## src/rtl/lcd_pkg.sv

```systemverilog
// Shared types and constants for the LCD frame sequencer: state encoding,
// DDRAM address commands and the frame step -> db word mapping.
package lcd_pkg;

    typedef enum logic [1:0] {
        ST_IDLE      = 2'd0,
        ST_ISSUE     = 2'd1,
        ST_WAIT_DONE = 2'd2,
        ST_REFRESH   = 2'd3
    } lcd_state_e;

    localparam logic [7:0] LINE1_ADDR_CMD = 8'h80;
    localparam logic [7:0] LINE2_ADDR_CMD = 8'hC0;
    localparam int         CHARS_PER_LINE = 16;
    localparam int         FRAME_STEPS    = 34;
    localparam logic [7:0] SPACE_CHAR     = 8'h20;
    localparam int         BUF_DEPTH      = 2 * CHARS_PER_LINE;
    localparam logic [5:0] LINE2_STEP     = 6'(CHARS_PER_LINE + 1);
    localparam logic [5:0] LAST_STEP      = 6'(FRAME_STEPS - 1);

    // Buffer index read at a given step; idx 0 and LINE2_STEP read a don't-care entry.
    function automatic logic [4:0] step_char_addr(input logic [5:0] idx);
        logic [5:0] a;
        if (idx <= LINE2_STEP) begin
            a = idx - 6'd1;
        end else begin
            a = idx - 6'd2;
        end
        return a[4:0];
    endfunction

    function automatic logic [9:0] step_word(input logic [5:0] idx, input logic [7:0] ch);
        logic [9:0] w;
        if (idx == 6'd0) begin
            w = {2'b00, LINE1_ADDR_CMD};
        end else if (idx == LINE2_STEP) begin
            w = {2'b00, LINE2_ADDR_CMD};
        end else begin
            w = {2'b10, ch};
        end
        return w;
    endfunction

endpackage

```

## src/rtl/lcd_frame_buffer.sv

```systemverilog
// 2x16 character frame buffer: synchronous write, combinational read,
// asynchronously reset to spaces.
module lcd_frame_buffer
    import lcd_pkg::*;
(
    input  logic       clk,
    input  logic       reset,
    input  logic       wr_en,
    input  logic [4:0] wr_addr,
    input  logic [7:0] wr_data,
    input  logic [4:0] rd_addr,
    output logic [7:0] rd_data
);

    logic [7:0] mem_r [BUF_DEPTH];

    // Character storage; writes accepted at any time.
    always_ff @(posedge clk or posedge reset) begin
        if (reset) begin
            for (int i = 0; i < BUF_DEPTH; i++) begin
                mem_r[i] <= SPACE_CHAR;
            end
        end else if (wr_en) begin
            mem_r[wr_addr] <= wr_data;
        end
    end

    assign rd_data = mem_r[rd_addr];

endmodule

```

## src/rtl/lcd_frame_sequencer.sv

```systemverilog
// Streams the 2x16 frame buffer to the LCD instruction FSM, one frame per refresh
// period. Define LCD_FRAME_DIRTY_EN to only resend a frame after a buffer write.
module lcd_frame_sequencer
    import lcd_pkg::*;
#(
    parameter int REFRESH_CYCLES = 50000000,
    parameter int CNT_W          = 26
) (
    input  logic       clk,
    input  logic       reset,
    input  logic       init_done,
    input  logic       wr_en,
    input  logic [4:0] wr_addr,
    input  logic [7:0] wr_data,
    input  logic       done,
    output logic [9:0] db,
    output logic       next_instruction,
    output logic       busy,
    output logic       frame_done
);

    localparam logic [CNT_W-1:0] REFRESH_LAST = CNT_W'(REFRESH_CYCLES - 1);

    lcd_state_e       state_r, state_n;
    logic [5:0]       idx_r, idx_n;
    logic [CNT_W-1:0] cnt_r, cnt_n;
    logic [9:0]       db_r, db_n;
    logic             ni_r, ni_n;
    logic             busy_r, busy_n;
    logic             fd_r, fd_n;
    logic [4:0]       rd_addr_s;
    logic [7:0]       rd_data_s;
    logic             start_ok_s;

    assign rd_addr_s = step_char_addr(idx_r);

    lcd_frame_buffer u_buf (
        .clk     (clk),
        .reset   (reset),
        .wr_en   (wr_en),
        .wr_addr (wr_addr),
        .wr_data (wr_data),
        .rd_addr (rd_addr_s),
        .rd_data (rd_data_s)
    );

`ifdef LCD_FRAME_DIRTY_EN
    logic dirty_r;

    // Dirty flag: starts set so the first frame after init always goes out.
    always_ff @(posedge clk or posedge reset) begin
        if (reset) begin
            dirty_r <= 1'b1;
        end else if (wr_en) begin
            dirty_r <= 1'b1;
        end else if (state_r == ST_ISSUE && idx_r == 6'd0) begin
            dirty_r <= 1'b0;
        end else begin
            dirty_r <= dirty_r;
        end
    end

    assign start_ok_s = dirty_r | wr_en;
`else
    assign start_ok_s = 1'b1;
`endif

    // State and output registers.
    always_ff @(posedge clk or posedge reset) begin
        if (reset) begin
            state_r <= ST_IDLE;
            idx_r   <= 6'd0;
            cnt_r   <= '0;
            db_r    <= 10'd0;
            ni_r    <= 1'b0;
            busy_r  <= 1'b0;
            fd_r    <= 1'b0;
        end else begin
            state_r <= state_n;
            idx_r   <= idx_n;
            cnt_r   <= cnt_n;
            db_r    <= db_n;
            ni_r    <= ni_n;
            busy_r  <= busy_n;
            fd_r    <= fd_n;
        end
    end

    // Next-state and next-output logic.
    always_comb begin
        state_n = state_r;
        idx_n   = idx_r;
        cnt_n   = cnt_r;
        db_n    = db_r;
        ni_n    = 1'b0;
        busy_n  = busy_r;
        fd_n    = 1'b0;
        case (state_r)
            ST_IDLE: begin
                if (init_done) begin
                    state_n = ST_ISSUE;
                    idx_n   = 6'd0;
                end else begin
                    state_n = ST_IDLE;
                end
            end
            ST_ISSUE: begin
                db_n    = step_word(idx_r, rd_data_s);
                ni_n    = 1'b1;
                busy_n  = 1'b1;
                state_n = ST_WAIT_DONE;
            end
            ST_WAIT_DONE: begin
                // A done coincident with our own strobe belongs to nothing we issued.
                if (done && !ni_r) begin
                    if (idx_r == LAST_STEP) begin
                        fd_n    = 1'b1;
                        busy_n  = 1'b0;
                        cnt_n   = '0;
                        state_n = ST_REFRESH;
                    end else begin
                        idx_n   = idx_r + 6'd1;
                        state_n = ST_ISSUE;
                    end
                end else begin
                    state_n = ST_WAIT_DONE;
                end
            end
            ST_REFRESH: begin
                if (cnt_r == REFRESH_LAST) begin
                    if (start_ok_s) begin
                        cnt_n   = '0;
                        idx_n   = 6'd0;
                        state_n = ST_ISSUE;
                    end else begin
                        cnt_n   = cnt_r;
                    end
                end else begin
                    cnt_n = cnt_r + CNT_W'(1);
                end
            end
            default: begin
                state_n = ST_IDLE;
                idx_n   = 6'd0;
                cnt_n   = '0;
            end
        endcase
    end

    assign db               = db_r;
    assign next_instruction = ni_r;
    assign busy             = busy_r;
    assign frame_done       = fd_r;

endmodule

```

## config.mk

```make
export PLATFORM = sky130hd
export DESIGN_NAME = lcd_frame_sequencer
export DESIGN_NICKNAME = d
export VERILOG_FILES = /design/src/rtl/lcd_pkg.sv /design/src/rtl/lcd_frame_buffer.sv /design/src/rtl/lcd_frame_sequencer.sv
export SDC_FILE = /design/constraint.sdc
export NUM_CORES = 1
export LEC_CHECK = 0
export ABC_CLOCK_PERIOD_IN_PS = 12300
export BUFFER_PORTS_ARGS = -buffer_cell sky130_fd_sc_hd__buf_2
export CORE_MARGIN = 4
export CORE_UTILIZATION = 52
export CTS_CLUSTER_SIZE = 14
export DETAILED_ROUTE_END_ITERATION = 8
export GPL_TIMING_DRIVEN = 0
export HOLD_SLACK_MARGIN = 0.06
export PLACE_DENSITY = 0.68
export SYNTH_ARGS = -nofsm -noshare
export SYNTH_HDL_FRONTEND = slang
export SYNTH_SLANG_ARGS = --single-unit
```

## constraint.sdc

```tcl
create_clock -name clk -period 12.3 [get_ports clk]
set_clock_uncertainty 0.2 [all_clocks]
set_input_delay 2.46 -clock clk [delete_from_list [all_inputs] [get_ports clk]]
set_output_delay 2.46 -clock clk [all_outputs]
set_load 0.05 [all_outputs]
```

==> results of run 1 <==
-- worst min path at each step --
stage / from / end / slack, ps / depth (start not counted)
after global placement: busy / busy / 270 / 2
final: busy / busy / 290 / 2
after global routing: u_buf.mem_r[225] / u_buf.mem_r[225] / 310 / 1
after detailed placement: busy / busy / 280 / 2
after floorplan: cnt_r[24] / cnt_r[24] / 260 / 1
after CTS: busy / busy / 290 / 2
-- critical path, delay by kind of cell, from the launching register on --
kind	cells	cell delay [ps]
compound gates	4	1720
buf+inv	4	1500
simple gates	4	720
flops	1	520
fa+ha+maj	1	400
-- routing by layer --
layer | share of wire [%] | vias to the layer above | GRT usage [%]
met3 | 9.2 | 112 | 7.71
met2 | 45 | 429 | 41.1
met4 | 3.6 | 0 | 9.97
met1 | 42 | 5521 | 37.0
met5 | 0 | - | 0
li1 | - | 4762 | -
-- cell type report --
type	instances	area (sq um)	share of cell area [%]
buffer	77	350	2.12
timing repair buffer	27	180	1.09
tap	378	473	2.87
inverter	15	63.8	0.387
multi-input combinational	868	6700	40.6
clock inverter	12	136	0.827
clock buffer	50	992	6.02
sequential	302	7600	46.1
-- state kept, by name, indices dropped and copies added (netlist names) --
name / flops
cnt_r: 26
next_instruction: 1
idx_r: 6
state_r: 2
busy: 1
db: 9
frame_done: 1
u_buf.mem_r: 256
-- power groups by stage --
stage / Combinational (mW) / Sequential (mW) / Clock (mW)
2_1_floorplan: 0.955 / 1.34 / 0
3_3_place_gp: 1.42 / 1.32 / 0
3_5_place_dp: 1.44 / 1.33 / 0
5_1_grt: 1.58 / 1.34 / 1.07
6_report: 1.48 / 1.31 / 1.02
4_1_cts: 1.45 / 1.31 / 1.03
-- placed cells by master, fill, tap and decap left out, drive strengths merged, types with 4 or more instances in the layout --
cell and instances:
o221ai 4, inv 14, and3 15, mux4 7, mux2i 23, buf 53
o22ai 61, nor3b 5, nand2 118, clkinv 11, o22a 9, nand3 34
mux2 259, xor2 8, or2 6, clkbuf 101, a22oi 4, a311o 4
a22o 6, dfstp 32, a211oi 6, a311oi 6, nand2b 4, a2111o 4
dfrtp 270, nor2 64, or3 21, ha 13, nand4 12, nor2b 6
a31oi 15, nand3b 9, nor4 7, nor3 31, a21oi 13, a21o 5
xnor2 5, o21ai 44, o211ai 6
-- cell families after synthesis --
logic type,count (synthesis)
AND/OR/NAND/NOR,342
flip-flops,302
multiplexers,289
AO/OA/AOI/OAI,210
buffers and inverters,92
adder cells (fa/ha/maj),13
XOR/XNOR,13
other,1
-- metrics by stage --
stage / setup WS [ps] / util (%) / area [sq um] / total power [mW] / std cells
finish: 7090 / 59.2 / 16500 / 3.81 / 1729
global route: 6910 / 59.2 / 16500 / 3.99 / 1729
CTS: 7270 / 59.2 / 16500 / 3.80 / 1729
detailed placement: 7290 / 55.2 / 15400 / 2.77 / 1667
global placement: -1980 / 54.9 / 15300 / 2.74 / 1665
floorplan: 1350 / - / 14700 / 2.29 / 1262
==> results.cfg, run 1 <==
[outcome]
outcome = complete, no violations

[critical_path]
max_stage_delay_ps = 1090
crit_start = idx_r[0]
reg2reg_to = db[3]
reg2reg_depth = 13
path_cells = clkinv_1 > clkbuf_1 > ha_1 > nor2_1 > o21a_1 > buf_6 > nor2_2 > o31ai_1 > clkbuf_1 > nand3_1 > nand4_1 > a31oi_1 > a2111o_1
reg2reg_slack_ps = 7090
crit_path_start_kind = register
slowest_stage = o31ai_1
cp_common_cell = clkbuf_1
arrival_ps = 5410
crit_path_end = db[3]
crit_type = register to register
critical_path.max_fanout = 11
required_ps = 12490
crit_path_end_kind = register
r2r_start = idx_r[0]

[sta]
grt_setup_unrepaired = no
hold_viol_final = 0
slew_headroom_pct = 8.82
period_minus_slack_ps = 5210
max_freq_ghz = 0.192
maxSlewViolCount = 0
hold_slack_ps = 286
fin_crit_sh_pct = 42.4
setup_viol = 0
fin_tns_setup_ps = 0
worst_pin_slew_ps = 1360

[yosys]
synthMuxAreaShare_pct = 22.5
synth_top_area_cell = dfrtp_1
synth.most_common_cell = dfrtp_1
ys.flop_type = dfrtp_1
ys_ff_latch = 302
synth-simple-area-share_pct = 11.3
async_flop_share_pct = 100
seq_area_frac_synth_pct = 51.7
syn-instance-count = 1262
synth-xor-area-share_pct = 0.774
synth_top_family_by_area = multiplexers
synthAdderAreaFrac_pct = 1.11
ys_types = 77
synth_compound_area_share_pct = 9.87
synth_top_area_share_pct = 45.9
syn_nets = 1293
synth_edf_count = 0
syn_avg_cell_area_sq_um = 11.7
synth_area_sq_um = 14700
synth_area_leaders = dfrtp_1, mux2_2, dfstp_2
synth_common_cells = dfrtp_1, mux2_2, nand2_1, nor2_1, o22ai_1
yosysWarnings = 0

[hold_path]
hp-class = register to register

[floorplan]
num_rows = 61
initial_utilization_pct = 52.8
core-area_sq_um = 27900
chipWidth_microns = 176
io_pins = 31
dieArea_sq_um = 31000
die_h_microns = 176

[clocking]
clk_latency_ps = 520
cts_hold_buf = 0
htreeDepth = 2
root_buffer = clkbuf_16
cts_tree = yes
numClockSinks = 302
postCtsSetupBuffers = 0
cts_resized = 0
cts_inserted_buffers = 34
clock_path_buffers = 3
clk_pin_slew_ps = 60

[global_routing]
grt_max_degree = 122
track_usage_pct = 27.0
antenna_found_initial = 0
grt_pass1_vias = 10800
gr-total-overflow = 0
grt_pass1_wl_mm = 64.2

[placement]
gp_routability_congestion = 0.885
dp_hpwl_mm = 27.9
io_buffers = 25

[pwr]
seq_power_share_pct = 34.5
swShare_pct = 38.3
clkPwrFrac_pct = 26.8
p_leak_nw = 7.20
pwr-share-comb_pct = 38.7
p_per_area_nw_per_um2 = 231
switchingPower_mw = 1.46
p_int_mw = 2.35
irDropWorstVdd_mv = 0.159

[layout]
layout-drive-gt1-share_pct = 31.0
syn_to_final_growth_pct = 12.2
antennaDiodeCount = 0
fillers = 2271
final_nets = 1356

[run]
maxCapViolations = 0

[routing]
drt-vias-per-instance = 6.26
first_iter_violations = 1081
vias = 10800
wl_mm = 41.6
drc = 0
routedWlPerCell_microns = 24.1
dr.pass1.iters = 6
ant_nets = 0
Power figures use the tool's default switching activity.
==> run 2, diff against run 1 <==
--- a/config.mk
+++ b/config.mk
@@ -5,7 +5,8 @@
 export SDC_FILE = /design/constraint.sdc
 export NUM_CORES = 1
 export LEC_CHECK = 0
-export ABC_CLOCK_PERIOD_IN_PS = 12300
+export ABC_AREA = 1
+export ABC_CLOCK_PERIOD_IN_PS = 5100
 export BUFFER_PORTS_ARGS = -buffer_cell sky130_fd_sc_hd__buf_2
 export CORE_MARGIN = 4
 export CORE_UTILIZATION = 52
==> constraint.sdc (replaced) <==
create_clock -name clk -period 5.1 [get_ports clk]
set_clock_uncertainty 0.2 [all_clocks]
set_input_delay 1.02 -clock clk [delete_from_list [all_inputs] [get_ports clk]]
set_output_delay 1.02 -clock clk [all_outputs]
set_load 0.05 [all_outputs]
==> run 2 against run 1 <==
Power rose to 2.5 times the previous value. Via count up 25%. Synthesized cell count up 46%. Non-clock buffer count up 42. Final area up 1.9%. Sequential power up 140%. Highest routed layer unchanged.
==> results.cfg, run 2 <==
[routing]
wl_mm = 50.9
drc = 0
first_iter_violations = 1758
ant_nets = 0
routedWlPerCell_microns = 22.0
dr.pass1.iters = 5
vias = 13500
drt-vias-per-instance = 5.83

[sta]
maxSlewViolCount = 0
grt_setup_unrepaired = no
max_freq_ghz = 0.268
hold_viol_final = 0
slew_headroom_pct = 28.4
fin_crit_sh_pct = 73.1
setup_viol = 0
fin_tns_setup_ps = 0
period_minus_slack_ps = 3730
worst_pin_slew_ps = 1070
setup_slack_ps = 1370

[clocking]
cts_tree = yes
numClockSinks = 302
cts_hold_buf = 0
cts_resized = 0
clock_path_buffers = 3
htreeDepth = 2
clk_latency_ps = 520
postCtsSetupBuffers = 0
clk_pin_slew_ps = 60
root_buffer = clkbuf_16
cts_inserted_buffers = 35

[yosys]
synth_area_sq_um = 14700
synth_top_area_share_pct = 45.9
synth_top_area_cell = dfrtp_1
syn_avg_cell_area_sq_um = 8.00
seq_area_frac_synth_pct = 51.7
synth_area_leaders = dfrtp_1, nand2_1, o21ai_0
yosysWarnings = 0
ys.flop_type = dfrtp_1
async_flop_share_pct = 100
ys_ff_latch = 302
synth.most_common_cell = nand2_1
synth_common_cells = nand2_1, dfrtp_1, o21ai_0, nand3_1, inv_1
syn-instance-count = 1838
syn_nets = 1869
ys_types = 46
synth_edf_count = 0

[pwr]
p_int_mw = 5.68
swShare_pct = 41.2
clkPwrFrac_pct = 28.7
irDropWorstVdd_mv = 0.293
switchingPower_mw = 3.98
total_power_mw = 9.66
seq_power_share_pct = 32.6
p_per_area_nw_per_um2 = 575
pwr-share-comb_pct = 38.7
p_leak_nw = 7.79

[run]
maxCapViolations = 0

[floorplan]
die_h_microns = 176
dieArea_sq_um = 31000
core-area_sq_um = 27900
num_rows = 61
initial_utilization_pct = 52.8
chipWidth_microns = 176
io_pins = 31

[layout]
multiInputGateArea_sq_um = 6100
syn_to_final_growth_pct = 14.2
regMostFlops = u_buf.mem_r
antennaDiodeCount = 0
final_util_pct = 60.3
final_common_cell = nand2_1
layout-drive-gt1-share_pct = 11.0
final_cell_mix = nand2_1, dfrtp_1, o21ai_0, nand3_1, inv_1
fillers = 2506
seqCellArea_sq_um = 7600
final_nets = 1943
largest_register_ffs = 256

[critical_path]
crit_type = register to register
r2r_start = idx_r[0]
reg2reg_slack_ps = 1370
critical_path.max_fanout = 10
crit_path_start_kind = register
arrival_ps = 3930
reg2reg_to = db[0]
required_ps = 5300
reg2reg_depth = 15
crit_path_end_kind = register

[placement]
dp_hpwl_mm = 36.1
gp_routability_congestion = 1.02
io_buffers = 29
place_ws_ps = 987

[global_routing]
grt_pass1_vias = 12900
track_usage_pct = 33.0
met2_usage_pct = 48.8
grt_max_degree = 43
gr-total-overflow = 0
grt_busiest_layer = met2
use_met1_pct = 46.7
met3_usage_pct = 9.34
grt_pass1_wl_mm = 77.5
antenna_found_initial = 0

[hold_path]
worstHoldPathCells = 2
min_from = db[1]
hp-class = register to register
worstHoldEndpoint = db[1]

[outcome]
outcome = complete, no violations
## run 2: power by group through the flow
stage               registers [mW]  clock network (mW)  logic (mW)
CTS                           3.14                2.79        3.60
floorplan                     3.22                   0        2.19
global placement              3.17                   0        3.53
finish                        3.15                2.77        3.74
detailed placement            3.17                   0        3.58
global route                  3.20                2.90        3.99
## run 2: cells by family (layout without fill, tap and decap cells)
| logic type | Yosys count | count (layout) | synth area share [%] |
|---|---|---|---|
| DFF | 302 | 302 | 51.7 |
| xor gates and xnor gates | 8 | 8 | 0.527 |
| AOI/OAI and AO/OA | 318 | 318 | 11.3 |
| buffers and inverters | 236 | 336 | 6.98 |
| adders and majority gates | 13 | 13 | 1.11 |
| and+or+nand+nor | 960 | 960 | 28.5 |
| other | 1 | 1 | 0.0255 |
## run 2: layout make-up
class | instances | area share, %
Clock buffer | 47 | 6.21
Timing Repair Buffer | 37 | 1.86
Sequential cell | 302 | 45.2
Clock inverter | 16 | 1.43
Tap cell | 378 | 2.81
Buffer | 109 | 3.28
Inverter | 127 | 2.86
Multi-Input combinational cell | 1300 | 36.3
## run 2: worst max path at each step
stage	from	end	slack [ps]	cells after the start
2_1_floorplan	reset	busy	-110	1
3_3_place_gp	reset	u_buf.mem_r[185]	-1950	2
3_5_place_dp	wr_en	u_buf.mem_r[84]	990	7
4_1_cts	idx_r[0]	db[0]	1430	15
5_1_grt	idx_r[0]	db[0]	1200	16
6_report	idx_r[0]	db[0]	1370	15
## run 2: metrics by stage
step                      area (sq um)  hold WS, ps  std cells
after floorplan                  14700          244       1838
after global placement           15300          259       2245
after detailed placement         15500          267       2253
after CTS                        16800          283       2316
after global routing             16800          298       2316
final                            16800          277       2316
## run 2: worst max-delay path: stages, from the launching register on
cell and delay [ps]:
dfrtp_1 540, inv_1 160, ha_1 270, inv_1 90
nor2_1 60, a21oi_2 160, nand3_1 150, nand2_2 210
clkbuf_1 760, nand3_1 320, nand3_1 220, nand3_1 90
nand2_1 110, nand2_1 70, nand3_1 140, nand2_1 60
## run 2: routing by layer
layer / vias to the layer above / wire (microns) / share of wire [%]
met1: 6495 / 21000 / 41
met2: 718 / 21700 / 43
li1: 6168 / - / -
met3: 130 / 5920 / 12
met5: - / 0 / 0
met4: 0 / 2280 / 4.5
==> run 3, diff against run 2 <==
--- a/config.mk
+++ b/config.mk
@@ -6,7 +6,7 @@
 export NUM_CORES = 1
 export LEC_CHECK = 0
 export ABC_AREA = 1
-export ABC_CLOCK_PERIOD_IN_PS = 5100
+export ABC_CLOCK_PERIOD_IN_PS = 3900
 export BUFFER_PORTS_ARGS = -buffer_cell sky130_fd_sc_hd__buf_2
 export CORE_MARGIN = 4
 export CORE_UTILIZATION = 52
==> constraint.sdc (replaced) <==
create_clock -name clk -period 3.9 [get_ports clk]
set_clock_uncertainty 0.2 [all_clocks]
set_input_delay 0.78 -clock clk [delete_from_list [all_inputs] [get_ports clk]]
set_output_delay 0.78 -clock clk [all_outputs]
set_load 0.05 [all_outputs]
==> run 3 against run 2 <==
Setup slack lost 1200 ps. Register-to-register slack got worse by 1200 ps. Via count barely moved. Combinational power is 31% higher. First-iteration DRC count up 1.3%. Critical path depth unchanged. Maximum frequency decreased by 0.55%. Global-route usage barely moved. Wire length up 0.17%. Final area is essentially flat. Largest cell class unchanged. Largest power group unchanged. Highest routed layer unchanged.
==> results.cfg, run 3 (synthesized netlist as in run 2, its figures left out) <==
[routing]
routedWlPerCell_microns = 22.0
drc = 0
ant_nets = 0
drt-vias-per-instance = 5.84
dr.pass1.iters = 5
vias = 13500
wl_mm = 51.0
first_iter_violations = 1780

[placement]
gp_routability_congestion = 1.02
io_buffers = 29
placed_cells = 2253
dp_hpwl_mm = 36.1
place_ws_ps = 26.6
post_dp_cell_area_sq_um = 15500

[critical_path]
reg2reg_slack_ps = 150
crit_start = idx_r[0]
cp_common_cell = nand2_1
crit_path_start_kind = register
reg2reg_depth = 15
critical_path.max_fanout = 10
crit_type = register to register
r2r_start = idx_r[0]
required_ps = 4100
path_cells = inv_1 > ha_1 > inv_1 > nor2_1 > nand2_1 > nand3_4 > o21ai_2 > clkbuf_1 > nand3_1 > nand3_1 > nand2_1 > nand2_1 > nand3_1 > nand2_1 > inv_1
crit_path_end = db[7]
slowest_stage = clkbuf_1
crit_path_end_kind = register
max_stage_delay_ps = 670
reg2reg_to = db[7]
arrival_ps = 3950

[global_routing]
gr-total-overflow = 0
grt_max_degree = 43
track_usage_pct = 33.0
grt_pass1_wl_mm = 77.5
antenna_found_initial = 0
grt_pass1_vias = 12900

[layout]
regMostFlops = u_buf.mem_r
multiInputGateArea_sq_um = 6100
stdcell_count = 2316
final_nets = 1943
final_cell_mix = nand2_1, dfrtp_1, o21ai_0, nand3_1, inv_1
largest_register_ffs = 256
layout-drive-gt1-share_pct = 11.0
fillers = 2506
design_area_sq_um = 16800
final_common_cell = nand2_1
antennaDiodeCount = 0
syn_to_final_growth_pct = 14.3
seqCellArea_sq_um = 7600

[sta]
slew_headroom_pct = 27.8
maxSlewViolCount = 0
fin_crit_sh_pct = 96.1
worst_pin_slew_ps = 1080
hold_slack_ps = 132
setup_viol = 0
fin_tns_setup_ps = 0
grt_setup_unrepaired = no
setup_slack_ps = 153
max_freq_ghz = 0.267
period_minus_slack_ps = 3750
hold_viol_final = 0

[floorplan]
io_pins = 31
chipWidth_microns = 176
dieArea_sq_um = 31000
initial_utilization_pct = 52.8
num_rows = 61
core-area_sq_um = 27900
die_h_microns = 176

[clocking]
clk_pin_slew_ps = 60
cts_tree = yes
clock_path_buffers = 3
root_buffer = clkbuf_16
clk_latency_ps = 520
postCtsSetupBuffers = 0
htreeDepth = 2
cts_inserted_buffers = 35
numClockSinks = 302

[pwr]
p_per_area_nw_per_um2 = 752
irDropWorstVdd_mv = 0.383
p_leak_nw = 7.80

[run]
maxCapViolations = 0

[outcome]
outcome = complete, no violations

[hold_path]
hp-class = primary input to asynchronous set/reset pin
[run 3: layout make-up]
type | instances | area share, %
tap | 378 | 2.81
sequential | 302 | 45.2
clock inverter | 16 | 1.43
clock buffer | 47 | 6.21
inverter | 127 | 2.86
buffer | 109 | 3.31
multi-input combinational | 1300 | 36.3
timing repair buffer | 37 | 1.86
[run 3: worst min-delay path by stage]
| stage | startpoint | endpoint | slack (ps) | cells past startpoint |
|---|---|---|---|---|
| floorplan | u_buf.mem_r[102] | u_buf.mem_r[102] | 240 | 2 |
| global placement | u_buf.mem_r[6] | u_buf.mem_r[6] | 260 | 2 |
| detailed placement | db[1] | db[1] | 270 | 2 |
| CTS | reset | u_buf.mem_r[226] | 150 | 2 |
| global route | reset | u_buf.mem_r[147] | 180 | 2 |
| finish | reset | u_buf.mem_r[84] | 130 | 2 |
[run 3: what timing repair did]
action / in CTS / in global routing
endpoints found under the setup margin: 0 / 1
gates resized for setup: 0 / 2
hold buffers: 0 / 0
[run 3: worst max-delay path: cells and delay by family, from the launching register on]
family                   cells  cell delay, ps
flip-flops                   1             540
adder cells (fa/ha/maj)      1             270
AO/OA/AOI/OAI                1             480
AND/OR/NAND/NOR              9            1190
buffers and inverters        4             960
[run 3: metrics by stage]
stage / util (%) / power (mW)
global route: 60.3 / 13.2
floorplan: - / 7.07
detailed placement: 55.7 / 8.83
global placement: 55.0 / 8.77
CTS: 60.3 / 12.5
finish: 60.3 / 12.6
[run 3: routing by layer]
metal  GRT usage [%]  wire, microns
met1            46.7          21000
met2            48.8          21600
met3            9.19           5890
met4            12.8           2460
met5               0              0
[run 3: power breakdown]
| part | total [mW] | switching (mW) | internal (mW) |
|---|---|---|---|
| clock network | 3.63 | 1.35 | 2.28 |
| logic | 4.90 | 3.51 | 1.39 |
| registers | 4.13 | 0.357 | 3.77 |
| total | 12.6 | 5.21 | 7.43 |
